### config.mk
export PLATFORM = sky130hd
export DESIGN_NAME = id_ex_hazard_stage
export DESIGN_NICKNAME = d
export VERILOG_FILES = /design/src/rtl/id_ex_hazard_stage.sv
export SDC_FILE = /design/constraint.sdc
export NUM_CORES = 1
export LEC_CHECK = 0
export CAP_MARGIN = 20
export CORE_AREA = 2 2 110 139
export CTS_CLUSTER_SIZE = 30
export DETAILED_ROUTE_END_ITERATION = 10
export DIE_AREA = 0 0 112 141
export PLACE_DENSITY_LB_ADDON = 0.12
export SETUP_SLACK_MARGIN = 0.15
export SYNTH_ARGS = -nofsm -noshare
export SYNTH_HDL_FRONTEND = slang
export SYNTH_SLANG_ARGS = --single-unit
### constraint.sdc
create_clock -name clk -period 5.2 [get_ports clk]
set_clock_uncertainty 0.05 [all_clocks]
set_input_delay 1.04 -clock clk [delete_from_list [all_inputs] [get_ports clk]]
set_output_delay 1.04 -clock clk [all_outputs]
set_load 0.005 [all_outputs]
### src/rtl/id_ex_hazard_stage.sv
// ID/EX pipeline register with load-use bubble insertion, multi-cycle MDU hold and branch flush.
// stall_out freezes the PC and the IF/ID register, so ID re-presents the same instruction
// on the following cycle.
// Optional feature: define HAZARD_PERF_EN to build the saturating stall-cycle counter;
// without it, perf_stall_cnt is tied to zero.
module id_ex_hazard_stage #(
    parameter int unsigned DATA_W  = 32,
    parameter int unsigned MDU_LAT = 4,
    parameter int unsigned CNT_W   = 16
) (
    input  logic              clk,
    input  logic              rst,
    input  logic              id_valid,
    input  logic [4:0]        id_Rs,
    input  logic [4:0]        id_Rt,
    input  logic [4:0]        id_Rd,
    input  logic [DATA_W-1:0] id_rs_data,
    input  logic [DATA_W-1:0] id_rt_data,
    input  logic [DATA_W-1:0] id_imm,
    input  logic [9:0]        id_ctrl,
    input  logic              id_mdu,
    input  logic              flush,
    output logic              ex_valid,
    output logic [4:0]        ex_Rs,
    output logic [4:0]        ex_Rt,
    output logic [4:0]        ex_Rd,
    output logic [DATA_W-1:0] ex_rs_data,
    output logic [DATA_W-1:0] ex_rt_data,
    output logic [DATA_W-1:0] ex_imm,
    output logic [9:0]        ex_ctrl,
    output logic              stall_out,
    output logic              mdu_busy,
    output logic [CNT_W-1:0]  perf_stall_cnt
);

    // Bit position of memread inside {regwrite,memread,memwrite,memtoreg,alusrc,regdst,aluop}
    localparam int unsigned CtrlMemRead = 8;
    // Counter start value; MDU_LAT is limited to 2..15 so it fits in 4 bits
    localparam logic [3:0]  MduInit     = 4'(MDU_LAT - 1);

    typedef enum logic [0:0] {
        StIdle,
        StMduBusy
    } state_e;

    state_e            state_q, state_d;
    logic [3:0]        cnt_q, cnt_d;
    logic              kill_pend_q, kill_pend_d;
    logic              mdu_busy_q, mdu_busy_d;

    logic              ex_valid_q, ex_valid_d;
    logic [4:0]        ex_rs_q, ex_rs_d;
    logic [4:0]        ex_rt_q, ex_rt_d;
    logic [4:0]        ex_rd_q, ex_rd_d;
    logic [DATA_W-1:0] ex_rs_data_q, ex_rs_data_d;
    logic [DATA_W-1:0] ex_rt_data_q, ex_rt_data_d;
    logic [DATA_W-1:0] ex_imm_q, ex_imm_d;
    logic [9:0]        ex_ctrl_q, ex_ctrl_d;

    logic              lu;

    // Load-use: the load in EX writes a register the instruction in ID reads
    always_comb begin
        lu = ex_valid_q & ex_ctrl_q[CtrlMemRead] & (ex_rt_q != 5'd0) & id_valid &
             ((ex_rt_q == id_Rs) | (ex_rt_q == id_Rt));
    end

    // Stall while the MDU owns EX, or for the single bubble cycle of a load-use
    always_comb begin
        stall_out = (state_q == StMduBusy) | ((state_q == StIdle) & lu & ~flush);
    end

    // Next-state: choose between hold, bubble and load of the ID fields
    always_comb begin
        state_d      = state_q;
        cnt_d        = cnt_q;
        kill_pend_d  = kill_pend_q;
        mdu_busy_d   = mdu_busy_q;
        ex_valid_d   = ex_valid_q;
        ex_rs_d      = ex_rs_q;
        ex_rt_d      = ex_rt_q;
        ex_rd_d      = ex_rd_q;
        ex_rs_data_d = ex_rs_data_q;
        ex_rt_data_d = ex_rt_data_q;
        ex_imm_d     = ex_imm_q;
        ex_ctrl_d    = ex_ctrl_q;

        unique case (state_q)
            StIdle: begin
                // Every IDLE edge loads something, so a pending kill is consumed here
                kill_pend_d = 1'b0;
                mdu_busy_d  = 1'b0;
                if (flush || kill_pend_q || lu || !id_valid) begin
                    ex_valid_d   = 1'b0;
                    ex_rs_d      = '0;
                    ex_rt_d      = '0;
                    ex_rd_d      = '0;
                    ex_rs_data_d = '0;
                    ex_rt_data_d = '0;
                    ex_imm_d     = '0;
                    ex_ctrl_d    = '0;
                end else begin
                    ex_valid_d   = 1'b1;
                    ex_rs_d      = id_Rs;
                    ex_rt_d      = id_Rt;
                    ex_rd_d      = id_Rd;
                    ex_rs_data_d = id_rs_data;
                    ex_rt_data_d = id_rt_data;
                    ex_imm_d     = id_imm;
                    ex_ctrl_d    = id_ctrl;
                    if (id_mdu) begin
                        state_d    = StMduBusy;
                        cnt_d      = MduInit;
                        mdu_busy_d = 1'b1;
                    end
                end
            end
            StMduBusy: begin
                // The stalled ID instruction cannot be killed yet; remember the flush
                if (flush) begin
                    kill_pend_d = 1'b1;
                end
                cnt_d = cnt_q - 4'd1;
                if (cnt_q == 4'd1) begin
                    state_d    = StIdle;
                    mdu_busy_d = 1'b0;
                end
            end
            default: begin
                state_d = StIdle;
            end
        endcase
    end

    // State and EX register update; reset aborts any MDU op immediately
    always_ff @(posedge clk or posedge rst) begin
        if (rst) begin
            state_q      <= StIdle;
            cnt_q        <= '0;
            kill_pend_q  <= 1'b0;
            mdu_busy_q   <= 1'b0;
            ex_valid_q   <= 1'b0;
            ex_rs_q      <= '0;
            ex_rt_q      <= '0;
            ex_rd_q      <= '0;
            ex_rs_data_q <= '0;
            ex_rt_data_q <= '0;
            ex_imm_q     <= '0;
            ex_ctrl_q    <= '0;
        end else begin
            state_q      <= state_d;
            cnt_q        <= cnt_d;
            kill_pend_q  <= kill_pend_d;
            mdu_busy_q   <= mdu_busy_d;
            ex_valid_q   <= ex_valid_d;
            ex_rs_q      <= ex_rs_d;
            ex_rt_q      <= ex_rt_d;
            ex_rd_q      <= ex_rd_d;
            ex_rs_data_q <= ex_rs_data_d;
            ex_rt_data_q <= ex_rt_data_d;
            ex_imm_q     <= ex_imm_d;
            ex_ctrl_q    <= ex_ctrl_d;
        end
    end

    assign ex_valid   = ex_valid_q;
    assign ex_Rs      = ex_rs_q;
    assign ex_Rt      = ex_rt_q;
    assign ex_Rd      = ex_rd_q;
    assign ex_rs_data = ex_rs_data_q;
    assign ex_rt_data = ex_rt_data_q;
    assign ex_imm     = ex_imm_q;
    assign ex_ctrl    = ex_ctrl_q;
    assign mdu_busy   = mdu_busy_q;

`ifdef HAZARD_PERF_EN
    logic [CNT_W-1:0] perf_q, perf_d;

    // Saturating count of stalled cycles
    always_comb begin
        perf_d = perf_q;
        if (stall_out && (perf_q != {CNT_W{1'b1}})) begin
            perf_d = perf_q + 1'b1;
        end
    end

    // Performance counter register, cleared only by reset
    always_ff @(posedge clk or posedge rst) begin
        if (rst) begin
            perf_q <= '0;
        end else begin
            perf_q <= perf_d;
        end
    end

    assign perf_stall_cnt = perf_q;
`else
    assign perf_stall_cnt = '0;
`endif

endmodule

==> results of run 1 <==
cell families after synthesis:
family / after synthesis / synth area share [%]
compound gates: 257 / 29.1
xor+xnor: 13 / 1.86
fa+ha+maj: 2 / 0.410
buf+inv: 88 / 7.00
flops: 129 / 52.8
other cells: 1 / 0.0614
simple gates: 135 / 8.68
final cells by class:
type,count,area share [%]
clock buffers,25,5.59
inverters,4,0.190
clock inverters,5,0.814
repair buffers,258,28.3
multi-input cells,423,27.6
flip-flops and latches,129,35.0
well taps,182,2.47
power breakdown:
group	switching, uW	internal (uW)	leakage (uW)	total [uW]
sequential	294	1420	0.00171	1710
clock	410	774	0.000295	1180
combinational	843	1060	0.00158	1910
sequential cells by signal, indices dropped and copies added, names as in the netlist:
register,cells
ex_Rs,5
ex_rt_data,32
ex_Rt,5
ex_rs_data,32
state_q,1
ex_ctrl,10
ex_Rd,5
kill_pend_q,1
cnt_q,4
ex_imm,32
ex_valid,1
mdu_busy,1
per-stage QoR:
| stage | total power [uW] | worst slack (ns) | cell area, um^2 | hold slack (ns) |
|---|---|---|---|---|
| finish | 4800 | 1.27 | 9220 | 0.435 |
| CTS | 4840 | 1.26 | 9200 | 0.438 |
| global route | 5100 | 1.17 | 9220 | 0.461 |
| detailed placement | 3620 | 1.27 | 8610 | 0.427 |
| global placement | 3540 | 1.29 | 8580 | 0.418 |
| floorplan | 2450 | 0.669 | 6170 | 0.431 |
critical path, stage by stage:
cell	delay, ns
sky130_fd_sc_hd__clkdlybuf4s50_1	0.53
sky130_fd_sc_hd__o2111ai_4	0.42
sky130_fd_sc_hd__nor2_1	0.21
sky130_fd_sc_hd__a21o_1	0.13
sky130_fd_sc_hd__clkdlybuf4s50_1	0.50
synth_stat cells, drive strengths merged:
| cell | number | area [um^2] |
|---|---|---|
| o211ai | 3 | 22.5 |
| nand2 | 127 | 477 |
| xor2 | 1 | 8.76 |
| a21boi | 1 | 7.51 |
| buf | 32 | 218 |
| nand3 | 3 | 15.0 |
| clkbuf | 52 | 195 |
| o22ai | 1 | 6.26 |
| o21a | 1 | 7.51 |
| xnor2 | 12 | 105 |
| inv | 4 | 15.0 |
| o21ai | 124 | 621 |
| dfrtp | 129 | 3230 |
| o211a | 2 | 20.0 |
| nor2 | 2 | 7.51 |
| a22oi | 1 | 7.51 |
| a31oi | 1 | 6.26 |
| ha | 2 | 25.0 |
| conb | 1 | 3.75 |
| o2111ai | 1 | 15.0 |
| a21o | 1 | 7.51 |
| nor4b | 2 | 23.8 |
| a32oi | 121 | 1060 |
| or4 | 1 | 7.51 |
worst paths after layout:
kind / from / endpoint / slack [ns] / depth (start not counted)
hold reg to reg: ex_rt_data[31]$_DFFE_PP0N_ / ex_rt_data[31]$_DFFE_PP0N_ / 0.44 / 2
max in group asynchronous: rst / ex_rs_data[2]$_DFFE_PP0N_ / 2.95 / 3
hold / removal: ex_rt_data[31]$_DFFE_PP0N_ / ex_rt_data[31]$_DFFE_PP0N_ / 0.44 / 2
setup reg to reg: ex_Rt[1]$_DFFE_PP0N_ / cnt_q[3]$_DFFE_PP0P_ / 1.77 / 5
setup / recovery: id_valid / stall_out / 1.27 / 5
min in group asynchronous: rst / ex_rs_data[25]$_DFFE_PP0N_ / 1.13 / 2
metal layers:
layer / part of all wire [%] / global-route usage (%) / vias to the layer above
met3: 7.8 / 7.05 / 28
met4: 2.2 / 9.11 / 0
met1: 41 / 30.0 / 2799
met2: 49 / 36.6 / 245
li1: - / - / 2732
met5: 0 / 0 / -
==> run_results.csv, run 1 <==
group,metric,value,unit
run_status,outcome,"complete, no violations",
die,die-height,141,um
clocking,insertion_delay,0.41,ns
clocking,cts_repair_resize_count,0,
clocking,cts-root-buf,"sky130_fd_sc_hd__clkbuf_16",
drt,post_drt_wl_per_cell,18.0,um
cells_and_area,layout_commonest_cell,"sky130_fd_sc_hd__clkdlybuf4s50_1",
synthesis,yosysSeqAreaShare,52.8,%
synthesis,synth-seq-cells,129,
clocking,cts_max_path_buffers,2,
die,placementRows,50,
timing,timing.final.max_slew_violations,0,
timing,setup_viol,0,
clocking,clock_tree_from_tritoncts,"built",
synthesis,synth.yosys.warnings,0,
clocking,number_of_levels_in_the_clock_h_tree,4,
synthesis,post_synth.cell_area_avg,9.78,um^2
cells_and_area,post_route_cells_drive_above_1_share,4.98,%
grt,grt_overflow_total,0,
cells_and_area,multi_input_area,0.00254,mm^2
cells_and_area,count_of_placed_standard_cells_in_the_final_layout_fillers_left_out,1026,
cells_and_area,area_growth_syn_to_layout,51.0,%
grt,grt_first_pass_wirelength,29.7,mm
grt,grt.total_usage,23.1,%
synthesis,cells_after_synthesis,625,
critical_path,worstSetupPathType,"input port to primary output",
grt,via_count_of_the_first_global_routing_pass,5668,
cells_and_area,mostFrequentLayoutCells,"sky130_fd_sc_hd__clkdlybuf4s50_1, sky130_fd_sc_hd__dfrtp_1, sky130_fd_sc_hd__nand2_1",
clocking,ctsHoldBuffers,0,
die,floorplan.die_area,0.0158,mm^2
timing,timing.final.crit_share,75.5,%
clocking,cts.sink_count,129,
drt,via_count,5804,
placement,buffer_ports.inserted,249,
drt,drc,0,
timing,final_number_of_hold_violating_endpoints,0,
die,core-area,0.0146,mm^2
synthesis,synth_cell_types,29,
critical_path,worstSetupEndpointType,"primary output",
placement,finalWeightedCongestion,0.799,
grt,grt_max_degree,196,
synthesis,synth.cell_area,0.00611,mm^2
cells_and_area,final_core_utilization,63.0,%
die,floorplan_die_width,112,um
pwr,total_leakage_power,0.00358,uW
timing,tightestPinTransition,1.09,ns
drt,detailedRoute.firstIterationViolations,484,
cells_and_area,fill_cell_total_of_the_finished_layout,1210,
critical_path,worstPathRequired,4.11,ns
drt,drt-pass1-iter-count,5,
cells_and_area,final_net_count,961,
pwr,power.ir.vdd_worst,0.290,mV
critical_path,worstPathArrival,2.84,ns
timing,setup_repair_after_global_routing_missed_its_margin,"false",
placement,hpwlAfterDp,11.7,mm
drt,avgViaCountPerCell,5.66,
cells_and_area,seq_area,0.00323,mm^2
timing,final_period_minus_worst_setup_slack,3.93,ns
clocking,tritoncts_buffers,17,
timing,finalSetupTns,0,ns
clocking,cts_setup_buffers,0,
cells_and_area,diodes,0,
drt,wl,18.5,mm
die,floorplan.initialDensity,41.7,%
critical_path,timing.critical_path.from_type,"input port",
pwr,pwr_density_cell,520,mW/mm^2
placement,dp.cells,995,
run,max-cap-violations,0,
timing,slew_headroom,27.5,%
drt,route.antenna.remaining_nets,0,
critical_path,crit_path_max_fanout,28,
clocking,cts.reportedPaths.clkPinSlew,0.05,ns
die,num_io_pins,266,
worst_hold_path,worstHoldPathType,"flip-flop to flip-flop",
grt,grt_antenna_before_repair,0,
timing,max_freq,0.255,GHz
Power figures use the tool's default switching activity.
==> inputs of run 2 (changes only) <==
Settings changed: CORE_AREA 2 2 110 139 to 2 2 115 145, DIE_AREA 0 0 112 141 to 0 0 117 147.
Clock period 5.2 ns to 3.6 ns, I/O delays scaled along.
==> run 2 against run 1 <==
Against the previous run: design area is 1.1% higher; setup slack got worse by 0.89 ns; hold slack lost 0.00089 ns; final cell count grew 3.6%; routed wire length down 0.14%; clock power grew 53%; global-route usage shrank 1.4 points; register-to-register slack got worse by 1.3 ns; non-clock buffer count rose by 1; critical path type unchanged; largest power group unchanged; highest routed layer unchanged.
==> run_results.csv, run 2 (synthesis results as in run 1) <==
group,metric,value,unit
run_status,outcome,"complete, no violations",
drt,routedLengthMet1,7.37,mm
grt,grt.total_usage,21.8,%
placement,hpwlAfterDp,11.9,mm
timing,slew_headroom,50.8,%
cells_and_area,seq_area,0.00323,mm^2
cells_and_area,final_core_utilization,58.5,%
clocking,cts.reportedPaths.clkPinSlew,0.05,ns
timing,finalSetupTns,0,ns
cells_and_area,area_growth_syn_to_layout,52.6,%
critical_path,crit_path_max_fanout,3,
drt,wl,18.5,mm
critical_path,worstRegToRegCells,6,
grt,grt_overflow_total,0,
pwr,total_leakage_power,0.00360,uW
cells_and_area,post_route_cells_drive_above_1_share,5.31,%
critical_path,worstSetupEndpointType,"primary output",
timing,max_freq,0.311,GHz
drt,route.antenna.remaining_nets,0,
timing,setup_repair_after_global_routing_missed_its_margin,"false",
grt,grt_antenna_before_repair,0,
clocking,cts.sink_count,129,
run,max-cap-violations,0,
drt,via_count,5824,
die,floorplan.initialDensity,38.3,%
timing,pnr_worst_setup_slack,0.387,ns
worst_hold_path,hold_path_depth,2,
placement,instance_area_after_placement,0.00867,mm^2
grt,grt_first_pass_wirelength,29.6,mm
worst_hold_path,worstHoldPathType,"flip-flop to flip-flop",
grt,via_count_of_the_first_global_routing_pass,5739,
clocking,tritoncts_buffers,17,
clocking,cts_setup_buffers,0,
drt,routed.top_layer,"met4",
timing,timing.final.crit_share,89.2,%
clocking,cts_repair_resize_count,0,
cells_and_area,multi_input_area,0.00254,mm^2
die,placementRows,52,
cells_and_area,count_of_placed_standard_cells_in_the_final_layout_fillers_left_out,1063,
worst_hold_path,timing.hold.worst.start,"ex_rs_data[31]$_DFFE_PP0N_",
placement,buffer_ports.inserted,249,
critical_path,worstSetupPathType,"input port to primary output",
placement,dp.cells,1030,
cells_and_area,mostFrequentLayoutCells,"sky130_fd_sc_hd__clkdlybuf4s50_1, sky130_fd_sc_hd__dfrtp_1, sky130_fd_sc_hd__nand2_1",
cells_and_area,final_net_count,962,
critical_path,launching_point_of_the_worst_reg2reg_path,"ex_Rt[1]$_DFFE_PP0N_",
critical_path,worstPathRequired,2.83,ns
clocking,cts_max_path_buffers,2,
clocking,ctsHoldBuffers,0,
timing,tightestPinTransition,0.738,ns
clocking,number_of_levels_in_the_clock_h_tree,4,
drt,detailedRoute.firstIterationViolations,447,
drt,met2_routed_wirelength,9.45,mm
pwr,pwr_density_cell,751,mW/mm^2
drt,met3_length,1.30,mm
drt,post_drt_wl_per_cell,17.4,um
clocking,insertion_delay,0.41,ns
placement,dp_worst_setup_slack,0.316,ns
pwr,power.ir.vdd_worst,0.335,mV
placement,finalWeightedCongestion,0.809,
die,core-area,0.0159,mm^2
cells_and_area,post-route-cell-area,0.00932,mm^2
drt,avgViaCountPerCell,5.48,
critical_path,timing.critical_path.from_type,"input port",
grt,grt_max_degree,129,
critical_path,worstPathArrival,2.44,ns
clocking,cts-root-buf,"sky130_fd_sc_hd__clkbuf_16",
drt,drc,0,
critical_path,rr_endpoint,"ex_Rt[0]$_DFFE_PP0N_",
timing,final_period_minus_worst_setup_slack,3.21,ns
die,floorplan_die_width,117,um
cells_and_area,diodes,0,
cells_and_area,fill_cell_total_of_the_finished_layout,1365,
die,floorplan.die_area,0.0172,mm^2
timing,timing.final.max_slew_violations,0,
drt,drt-pass1-iter-count,5,
critical_path,reg2reg_slack,0.52,ns
clocking,clock_tree_from_tritoncts,"built",
die,num_io_pins,266,
cells_and_area,layout_commonest_cell,"sky130_fd_sc_hd__clkdlybuf4s50_1",
worst_hold_path,hold-path-endpoint,"ex_rs_data[31]$_DFFE_PP0N_",
timing,final_number_of_hold_violating_endpoints,0,
timing,setup_viol,0,
die,die-height,147,um
run 2: cell types whose count changed in the layout (fill, tap and decap cells not counted):
cell,change
sky130_fd_sc_hd__clkbuf_8,-4
sky130_fd_sc_hd__clkinvlp_4,+3
sky130_fd_sc_hd__inv_4,-1
sky130_fd_sc_hd__buf_12,+3
sky130_fd_sc_hd__clkinv_2,+2
sky130_fd_sc_hd__buf_4,-1
sky130_fd_sc_hd__buf_16,-1
sky130_fd_sc_hd__bufinv_16,+2
run 2: metal layers:
metal / vias to the layer above / global-route usage, %
met3: 27 / 6.39
met4: 0 / 7.59
li1: 2738 / -
met5: - / 0
met1: 2831 / 27.3
met2: 228 / 35.6
run 2: critical path: stages:
cell and delay, ns:
sky130_fd_sc_hd__clkdlybuf4s50_1 0.53, sky130_fd_sc_hd__xnor2_1 0.16, sky130_fd_sc_hd__nand3_1 0.16, sky130_fd_sc_hd__o22ai_4 0.22, sky130_fd_sc_hd__a21o_1 0.13, sky130_fd_sc_hd__clkdlybuf4s50_1 0.52
run 2: area by class of cell:
class	instances	share of cell area (%)
inverters	4	0.201
well taps	216	2.90
repair buffers	259	28.3
clock inverters	11	1.72
multi-input cells	423	27.3
clock buffers	21	4.94
flip-flops and latches	129	34.7
run 2: per-stage QoR:
step,hold slack [ns],power (uW)
floorplan,0.431,3530
global placement,0.419,5110
detailed placement,0.428,5210
CTS,0.441,7060
global route,0.450,7460
finish,0.435,7000
run 2: worst max path at each step:
stage / slack [ns] / end / depth (start not counted) / start
CTS: 0.39 / stall_out / 6 / id_Rs[0]
global placement: 0.41 / stall_out / 6 / id_Rs[0]
global route: 0.32 / stall_out / 6 / id_Rs[4]
floorplan: 0.94 / stall_out / 7 / id_Rs[4]
detailed placement: 0.32 / ex_rt_data[0]$_DFFE_PP0N_ / 6 / id_Rs[0]
finish: 0.39 / stall_out / 6 / id_Rs[0]
run 2: power breakdown:
| group | internal, uW | switching [uW] | total, uW |
|---|---|---|---|
| clock | 1190 | 624 | 1810 |
| sequential | 2040 | 495 | 2540 |
| combinational | 1520 | 1130 | 2650 |
